File: src/rtl/calc1_pkg.sv
// ============================================================================
// Module  : calc1_pkg
// Brief   : Shared command/response codes, driver state encoding and data
//           width for the CALC1 request driver.
// Rev     : 1.0  initial release
// ============================================================================
`default_nettype none

package calc1_pkg;

  localparam int DATA_W = 32;
  localparam int CMD_W  = 4;
  localparam int RESP_W = 2;

  // CALC1 command codes
  localparam logic [CMD_W-1:0] CMD_ADD = 4'd1;
  localparam logic [CMD_W-1:0] CMD_SUB = 4'd2;
  localparam logic [CMD_W-1:0] CMD_SHL = 4'd5;
  localparam logic [CMD_W-1:0] CMD_SHR = 4'd6;

  // CALC1 response codes
  localparam logic [RESP_W-1:0] RSP_NONE = 2'd0;
  localparam logic [RESP_W-1:0] RSP_OK   = 2'd1;
  localparam logic [RESP_W-1:0] RSP_ERR  = 2'd2;

  // Driver states
  typedef enum logic [1:0] {
    ST_IDLE     = 2'd0,
    ST_SEND_OP1 = 2'd1,
    ST_SEND_OP2 = 2'd2,
    ST_WAIT_RSP = 2'd3
  } state_e;

endpackage

`default_nettype wire

File: src/rtl/calc1_wait_timer.sv
// ============================================================================
// Module  : calc1_wait_timer
// Brief   : Counts response-wait cycles and flags the last permitted cycle.
// Rev     : 1.0  initial release
// ============================================================================
`default_nettype none

module calc1_wait_timer #(
  parameter int TIMEOUT_CYCLES = 64
) (
  input  logic c_clk,
  input  logic reset,
  input  logic clear,
  input  logic enable,
  output logic expired
);

  // A one-cycle timeout still needs a 1-bit counter
  localparam int CW = (TIMEOUT_CYCLES > 1) ? $clog2(TIMEOUT_CYCLES) : 1;
  localparam logic [CW-1:0] LAST = CW'(TIMEOUT_CYCLES - 1);

  logic [CW-1:0] cnt_q;
  logic [CW-1:0] cnt_d;

  // Clear outside the wait state, advance on each wait cycle without a response
  always_comb begin
    cnt_d = cnt_q;
    if (clear) begin
      cnt_d = '0;
    end else if (enable) begin
      cnt_d = cnt_q + CW'(1);
    end
  end

  // Counter register
  always_ff @(posedge c_clk or posedge reset) begin
    if (reset) begin
      cnt_q <= '0;
    end else begin
      cnt_q <= cnt_d;
    end
  end

  assign expired = (cnt_q == LAST);

endmodule

`default_nettype wire

File: src/rtl/calc1_req_driver.sv
// ============================================================================
// Module  : calc1_req_driver
// Brief   : Accepts one user request, serialises cmd/op1/op2 onto the CALC1
//           port, then waits for a response or a timeout and reports it.
// Rev     : 1.0  initial release
// ============================================================================
`default_nettype none

module calc1_req_driver
  import calc1_pkg::*;
#(
  parameter int TIMEOUT_CYCLES = 64
) (
  input  logic              c_clk,
  input  logic              reset,
  input  logic              req_valid,
  output logic              req_ready,
  input  logic [CMD_W-1:0]  req_cmd,
  input  logic [DATA_W-1:0] req_op1,
  input  logic [DATA_W-1:0] req_op2,
  output logic [CMD_W-1:0]  reqcmd_out,
  output logic [DATA_W-1:0] req_data_out,
  input  logic [RESP_W-1:0] out_resp,
  input  logic [DATA_W-1:0] out_data,
  output logic              rsp_valid,
  output logic [RESP_W-1:0] rsp_code,
  output logic [DATA_W-1:0] rsp_data,
  output logic              rsp_timeout,
  output logic              unexp_rsp
);

  state_e state_q, state_d;

  logic [CMD_W-1:0]  cmd_q, cmd_d;
  logic [DATA_W-1:0] op1_q, op1_d;
  logic [DATA_W-1:0] op2_q, op2_d;
  logic              rsp_valid_q, rsp_valid_d;
  logic [RESP_W-1:0] rsp_code_q, rsp_code_d;
  logic [DATA_W-1:0] rsp_data_q, rsp_data_d;
  logic              rsp_timeout_q, rsp_timeout_d;
  logic              unexp_q, unexp_d;

  logic in_wait;
  logic got_resp;
  logic expired;

  assign in_wait  = (state_q == ST_WAIT_RSP);
  assign got_resp = (out_resp != RSP_NONE);

  calc1_wait_timer #(
    .TIMEOUT_CYCLES(TIMEOUT_CYCLES)
  ) u_wait_timer (
    .c_clk  (c_clk),
    .reset  (reset),
    .clear  (!in_wait),
    .enable (in_wait && !got_resp),
    .expired(expired)
  );

  // State register
  always_ff @(posedge c_clk or posedge reset) begin
    if (reset) begin
      state_q <= ST_IDLE;
    end else begin
      state_q <= state_d;
    end
  end

  // Next-state: fixed op1/op2 beats, then leave WAIT on response or timeout
  always_comb begin
    state_d = state_q;
    case (state_q)
      ST_IDLE:     if (req_valid) state_d = ST_SEND_OP1;
      ST_SEND_OP1: state_d = ST_SEND_OP2;
      ST_SEND_OP2: state_d = ST_WAIT_RSP;
      ST_WAIT_RSP: if (got_resp || expired) state_d = ST_IDLE;
      default:     state_d = ST_IDLE;
    endcase
  end

  // Port outputs decoded from state; ready stays low while reset is held
  always_comb begin
    req_ready    = 1'b0;
    reqcmd_out   = '0;
    req_data_out = '0;
    case (state_q)
      ST_IDLE:     req_ready = !reset;
      ST_SEND_OP1: begin
        reqcmd_out   = cmd_q;
        req_data_out = op1_q;
      end
      ST_SEND_OP2: req_data_out = op2_q;
      default:     ;
    endcase
  end

  // Request latch, completion capture (response beats timeout) and sticky flag
  always_comb begin
    cmd_d         = cmd_q;
    op1_d         = op1_q;
    op2_d         = op2_q;
    rsp_valid_d   = 1'b0;
    rsp_code_d    = rsp_code_q;
    rsp_data_d    = rsp_data_q;
    rsp_timeout_d = rsp_timeout_q;
    unexp_d       = unexp_q | (!in_wait && got_resp);
    if (state_q == ST_IDLE && req_valid) begin
      cmd_d = req_cmd;
      op1_d = req_op1;
      op2_d = req_op2;
    end
    if (in_wait) begin
      if (got_resp) begin
        rsp_valid_d   = 1'b1;
        rsp_code_d    = out_resp;
        rsp_data_d    = out_data;
        rsp_timeout_d = 1'b0;
      end else if (expired) begin
        rsp_valid_d   = 1'b1;
        rsp_code_d    = RSP_NONE;
        rsp_data_d    = '0;
        rsp_timeout_d = 1'b1;
      end
    end
  end

  // Datapath registers
  always_ff @(posedge c_clk or posedge reset) begin
    if (reset) begin
      cmd_q         <= '0;
      op1_q         <= '0;
      op2_q         <= '0;
      rsp_valid_q   <= 1'b0;
      rsp_code_q    <= '0;
      rsp_data_q    <= '0;
      rsp_timeout_q <= 1'b0;
      unexp_q       <= 1'b0;
    end else begin
      cmd_q         <= cmd_d;
      op1_q         <= op1_d;
      op2_q         <= op2_d;
      rsp_valid_q   <= rsp_valid_d;
      rsp_code_q    <= rsp_code_d;
      rsp_data_q    <= rsp_data_d;
      rsp_timeout_q <= rsp_timeout_d;
      unexp_q       <= unexp_d;
    end
  end

  assign rsp_valid   = rsp_valid_q;
  assign rsp_code    = rsp_code_q;
  assign rsp_data    = rsp_data_q;
  assign rsp_timeout = rsp_timeout_q;
  assign unexp_rsp   = unexp_q;

endmodule

`default_nettype wire

File: config.mk
export PLATFORM = sky130hd
export DESIGN_NAME = calc1_req_driver
export DESIGN_NICKNAME = d
export VERILOG_FILES = /design/src/rtl/calc1_pkg.sv /design/src/rtl/calc1_wait_timer.sv /design/src/rtl/calc1_req_driver.sv
export SDC_FILE = /design/constraint.sdc
export NUM_CORES = 1
export LEC_CHECK = 0
export ABC_AREA = 1
export CAP_MARGIN = 15
export CORE_ASPECT_RATIO = 1.5
export CORE_MARGIN = 5
export CORE_UTILIZATION = 45
export DETAILED_ROUTE_END_ITERATION = 12
export GPL_TIMING_DRIVEN = 0
export PLACE_DENSITY = 0.88
export SETUP_SLACK_MARGIN = 0.2
export SYNTH_ARGS = -nofsm -noshare
export SYNTH_HDL_FRONTEND = slang
export SYNTH_HIERARCHICAL = 1
export SYNTH_SLANG_ARGS = --single-unit
export TNS_END_PERCENT = 50
File: constraint.sdc
create_clock -name c_clk -period 6 [get_ports c_clk]
set_clock_uncertainty 0.2 [all_clocks]
set_input_delay 0.9 -clock c_clk [delete_from_list [all_inputs] [get_ports c_clk]]
set_output_delay 0.9 -clock c_clk [all_outputs]
set_load 0.05 [all_outputs]
==> out/qor.yml <==
outcome:
  status: "completed"
grt:
  grt-busiest-layer: "met2"
  use_met3_pct: 7.13
  met2_usage_pct: 41.6
  grt_pass1_vias: 5136
  grt_pass1_wl_um: 24400
  grt_start_max_net_pins: 74
  gr-usage-met1_pct: 22.9
  grt.total_usage_pct: 22.4
  antenna_found_initial: 0
  grt-ovfl-total: 0
timing:
  report.final.slew_viol_count: 0
  max_freq_ghz: 0.258
  rsz0062_at_grt: "false"
  hold_violations: 0
  setup_tns_ps: 0
  fin_crit_sh_pct: 64.6
  tightest_slew_ps: 556
  holdWs_ps: 268
  min_period_ps: 3870
  setup_viol: 0
  max_slew_margin_pct: 62.8
power:
  power_density_mw_per_mm2: 596
  seqPwrFrac_pct: 27.4
  power_mw: 4.67
  switching_share_pct: 44.6
  clockPowerShare_pct: 23.1
  p_int_mw: 2.59
  vdd_drop_max_uv: 349
  p_leak_nw: 3.80
  power_switching_mw: 2.08
  combPwrFrac_pct: 49.5
routing:
  vias: 4973
  drtIter0Drc: 137
  ant_nets: 0
  wl_per_cell_um: 15.2
  dr.pass1.iters: 4
  drc: 0
  drt-total-wl_um: 15200
  via_per_inst: 4.98
place:
  place_area_mm2: 0.00719
  gp_congestion: 0.870
  place_hpwl_um: 11400
  dp.cells: 966
  io_buffers: 177
yosys:
  synth_compound_area_share_pct: 3.70
  yosysUniqueCellTypes: 22
  synth.largest_area_cell: "dfrtp_1"
  synthSimpleGateAreaFrac_pct: 33.4
  synth-edff-count: 0
  synth_fa_ha_area_share_pct: 1.92
  ys.flop_type: "dfrtp_1"
  synth_mux_area_share_pct: 0
  synth_nets: 751
  avgSynthCellArea_um2: 8.16
  synth-xor-area-share_pct: 0.168
  async_reset_ff_share_pct: 100
  synth_top_family_by_area: "simple AND/OR/NAND/NOR gates"
  ys_warn_count: 6
  netlist_instances: 638
  synth.top_cell.area_share_pct: 54.3
  ys_ff_latch: 113
  ys_seq_area_share_pct: 54.3
  ys_top_cells_by_area: "dfrtp_1 54%, nand2_1 21%, nand3_1 10%"
  syn_area_mm2: 0.00520
hold_path:
  worst_hold_startpoint: "op2_q[28]"
  min_path_type: "reg -> reg"
clock_network:
  path_clk_slew_ps: 50
  cts_tree: "done"
  clkSinkCount: 113
  cts_max_path_buffers: 2
  htreeDepth: 4
  cts_resized: 0
  clk_latency_ps: 400
  cts_root_buf: "clkbuf_16"
  cts_setup_buffers: 0
  ctsHoldBuffers: 0
  cts_buffers: 17
setup_path:
  worstPathMaxFanout: 10
  setup.worst_path.start_class: "flop"
  startpoint: "state_q[0]"
  worstSetupEndpointType: "primary output"
  cp.required_ps: 4900
  timing.rr.start: "state_q[1]"
  critPathKind: "reg -> out"
  cp.arrival_ps: 2770
final_layout:
  finalInstanceArea_mm2: 0.00784
  diodes: 0
  syn2layout_area_growth_pct: 50.7
  finalNonFillerCells: 998
  multi_input_area_mm2: 0.00204
  fillCellCount: 893
  final_common_cell: "nand2_1"
  drive_above_1_share_pct: 9.43
  nets: 948
  layout_common_cells: "287 x nand2_1, 177 x clkdlybuf4s50_1, 113 x dfrtp_1, 109 x nand3_1, 36 x a21oi_1"
  seqCellArea_mm2: 0.00283
die:
  ios: 179
  rows: 48
  start_util_pct: 45.6
  die_w_um: 97.8
  die_area_mm2: 0.0139
  die_h_um: 142
  core_mm2: 0.0114
job:
  maxCapViolCount: 0
[power groups by stage]
stage / combinational [mW] / sequential [mW] / clock [mW]
floorplan: 1.17 / 1.63 / 0
detailed placement: 2.32 / 1.28 / 0
global route: 2.49 / 1.32 / 1.13
finish: 2.31 / 1.28 / 1.08
CTS: 2.33 / 1.28 / 1.10
global placement: 2.27 / 1.27 / 0
[metrics by stage]
step	worst slack (ps)	utilization [%]
after global placement	466	62.8
after CTS	2100	68.7
after global routing	1970	68.7
final	2130	68.7
after detailed placement	2530	63.0
after floorplan	2080	-
[synthesized netlist by cell type, types with 2 or more instances]
library cell  instances
ha_1                  8
inv_2                 2
nor2_1               10
buf_2                20
clkbuf_1              8
buf_4                 7
nand3_1             109
buf_6                 7
nor2_2                4
a21oi_1              36
nand2_2               3
dfrtp_1             113
inv_1                16
nand2_1             287
[path summary, 6_finish.rpt]
check | endpoint | slack [ps] | cells past startpoint
hold reg to reg | op2_q[28] | 270 | 2
max in group asynchronous | op2_q[31] | 4160 | 3
setup reg to reg | u_wait_timer/cnt_q[4] | 4150 | 8
setup / recovery | req_data_out[23] | 2130 | 6
min in group asynchronous | u_wait_timer/cnt_q[3] | 640 | 2
hold / removal | op2_q[28] | 270 | 2
[metal layers]
| metal | routed length [um] | vias up | share of wire (%) |
|---|---|---|---|
| met5 | 0 | - | 0 |
| li1 | - | 2428 | - |
| met3 | 1040 | 31 | 6.8 |
| met2 | 8030 | 205 | 53 |
| met4 | 463 | 0 | 3.0 |
| met1 | 5680 | 2309 | 37 |
[layout make-up]
cell class	instances	share of cell area, %
inverter	19	0.973
tap	150	2.39
sequential	113	36.1
clock inverter	9	1.93
clock buffer	23	6.35
buffer	42	3.33
timing repair buffer	178	22.9
multi-input combinational	464	26.0
[state kept, by name, summed over array words and instances (netlist names)]
signal and cells:
rsp_code 2, op1_q 32, op2_q 32, rsp_timeout 1, rsp_data 32, state_q 2
cmd_q 4, u_wait_timer/cnt_q 6, rsp_valid 1, unexp_rsp 1
[cell families after synthesis]
| group | count (synthesis) |
|---|---|
| XOR/XNOR | 1 |
| AO/OA/AOI/OAI | 38 |
| buffers and inverters | 61 |
| AND/OR/NAND/NOR | 417 |
| adder cells (fa/ha/maj) | 8 |
| flip-flops | 113 |
[worst max-delay path, stage by stage, from the launching register on]
cell	delay [ps]
dfrtp_1	420
inv_1	140
ha_1	240
clkbuf_1	400
nand2_1	160
a21oi_1	180
clkdlybuf4s50_1	830
(Power assumes the default switching activity.)
==> RTL edit (same settings) <==
Put one more register stage on the output `rsp_timeout`, with the module's reset. The value now appears one clock later. The other outputs are not delayed to match.
--- a/src/rtl/calc1_req_driver.sv
+++ b/src/rtl/calc1_req_driver.sv
@@ -150,7 +150,13 @@
   assign rsp_valid   = rsp_valid_q;
   assign rsp_code    = rsp_code_q;
   assign rsp_data    = rsp_data_q;
-  assign rsp_timeout = rsp_timeout_q;
+  always_ff @(posedge c_clk or posedge reset) begin
+    if (reset) begin
+      rsp_timeout <= '0;
+    end else begin
+      rsp_timeout <= rsp_timeout_q;
+    end
+  end
   assign unexp_rsp   = unexp_q;
 
 endmodule
Function: no difference found for any inputs over 10 cycles, from zero or initial values and one cycle with reset high; that may be too few to reach the edited logic, so the function may still have changed.
==> RTL edit against the unedited design <==
- sequential cell count is 1 higher
- wire length rose by 2.5%
- global-route usage grew 0.14 points
- setup slack got worse by 38 ps
- power decreased by 0.34%
- area after synthesis increased by 0.48%
- final area is essentially flat
- critical path type unchanged
- largest cell class unchanged
- largest power group unchanged
==> RTL edit: results (changes against the unedited design) <==
* Worst path max stage delay at 770 ps (was 830 ps)
* Root buf cell: clkbuf_16 (unchanged)
* Placement Setup Slack at 2490 ps (was 2530 ps)
* Vias in the first global route at 5058 (was 5136)
* Worst VDD drop at 0.396 mV (was 0.349 mV)
* Hold path cells at 0 (was 2)
* Post-layout net count at 949 (was 948)
* Drt pass-1 iters at 5 (was 4)
* Largest net degree at the start of global routing at 70 (was 74)
* First-pass GRT wire length at 24.9 mm (was 24.4 mm)
* Outcome: finished clean (unchanged)
* Sequential-to-total area share from yosys stat at 0.545 (was 0.543)
* Area contributors post-synth: dfrtp_1 (55%), nand2_1 (21%), nand3_1 (10%) (was dfrtp_1 (54%), nand2_1 (21%), nand3_1 (10%))
* Top post-synthesis cells by count: nand2_1 (287), dfrtp_1 (114), nand3_1 (109), a21oi_1 (36), buf_2 (20) (was nand2_1 (287), dfrtp_1 (113), nand3_1 (109), a21oi_1 (36), buf_2 (20))
* Tot GR Track Use at 0.226 (was 0.224)
* Initial DRC Count at 180 (was 137)
* Worst-path maximum fanout at 10 (unchanged)
* Number of distinct library cells after synthesis at 22 (unchanged)
* Critical path data arrival time at 2810 ps (was 2770 ps)
* Switching Fraction at 0.452 (was 0.446)
* FILL cells at 898 (was 893)
* CP max stage cell: clkdlybuf4s50_1 (unchanged)
* CP delay by family, top: buffers and inverters (unchanged)
* Syn Nets at 752 (was 751)
* Post-DP HPWL at 11.5 mm (was 11.4 mm)
* LEAKAGE at 3.79 nW (was 3.80 nW)
* Final Wtd Congestion at 0.898 (was 0.870)
* Vias at 4990 (was 4973)
## RTL edit: cell count changes after synthesis, sizes merged
cell | before | now
dfrtp | 113 | 114
## RTL edit: logic make-up (layout without fill, tap and decap cells)
kind of cell               Yosys count  count (layout)  share of synthesized area
AOI/OAI and AO/OA                   38              38                     0.0368
xor gates and xnor gates             1               1                    0.00167
adders and majority gates            8               8                     0.0191
buffers and inverters               61             270                     0.0641
DFF                                114             114                      0.545
and+or+nand+nor                    417             417                      0.333
## RTL edit: final cells by class
type | count | area, um2 | share of cell area
multi-input cells | 464 | 2040 | 0.260
well taps | 150 | 188 | 0.0239
repair buffers | 178 | 1800 | 0.229
clock buffers | 22 | 494 | 0.0630
clock inverters | 9 | 128 | 0.0163
flip-flops and latches | 114 | 2850 | 0.364
inverters | 19 | 76.3 | 0.00973
plain buffers | 42 | 262 | 0.0333
## RTL edit: per-stage QoR
step / hold WS, ps / cell area, um2 / instances / power [mW]
after floorplan: 154 / 5230 / 639 / 2.81
after global placement: 163 / 7190 / 966 / 3.56
after detailed placement: 170 / 7220 / 967 / 3.62
after CTS: 192 / 7840 / 998 / 4.68
after global routing: 210 / 7840 / 998 / 4.91
final: 195 / 7840 / 998 / 4.66
## RTL edit: worst paths after layout
kind,from,to,slack (ps)
min reg2reg,rsp_timeout_q,rsp_timeout,190
max in group asynchronous,reset,op1_q[11],4130
min in group asynchronous,reset,u_wait_timer/cnt_q[2],650
max,state_q[1],req_data_out[8],2090
max reg2reg,state_q[1],u_wait_timer/cnt_q[4],4090
min,rsp_timeout_q,rsp_timeout,190
## RTL edit: routing by layer
layer,GRT usage,part of all wire,vias up
met4,0.0664,0.014,0
met5,0,0,-
li1,-,-,2423
met2,0.410,0.52,213
met3,0.0750,0.084,28
met1,0.250,0.38,2326
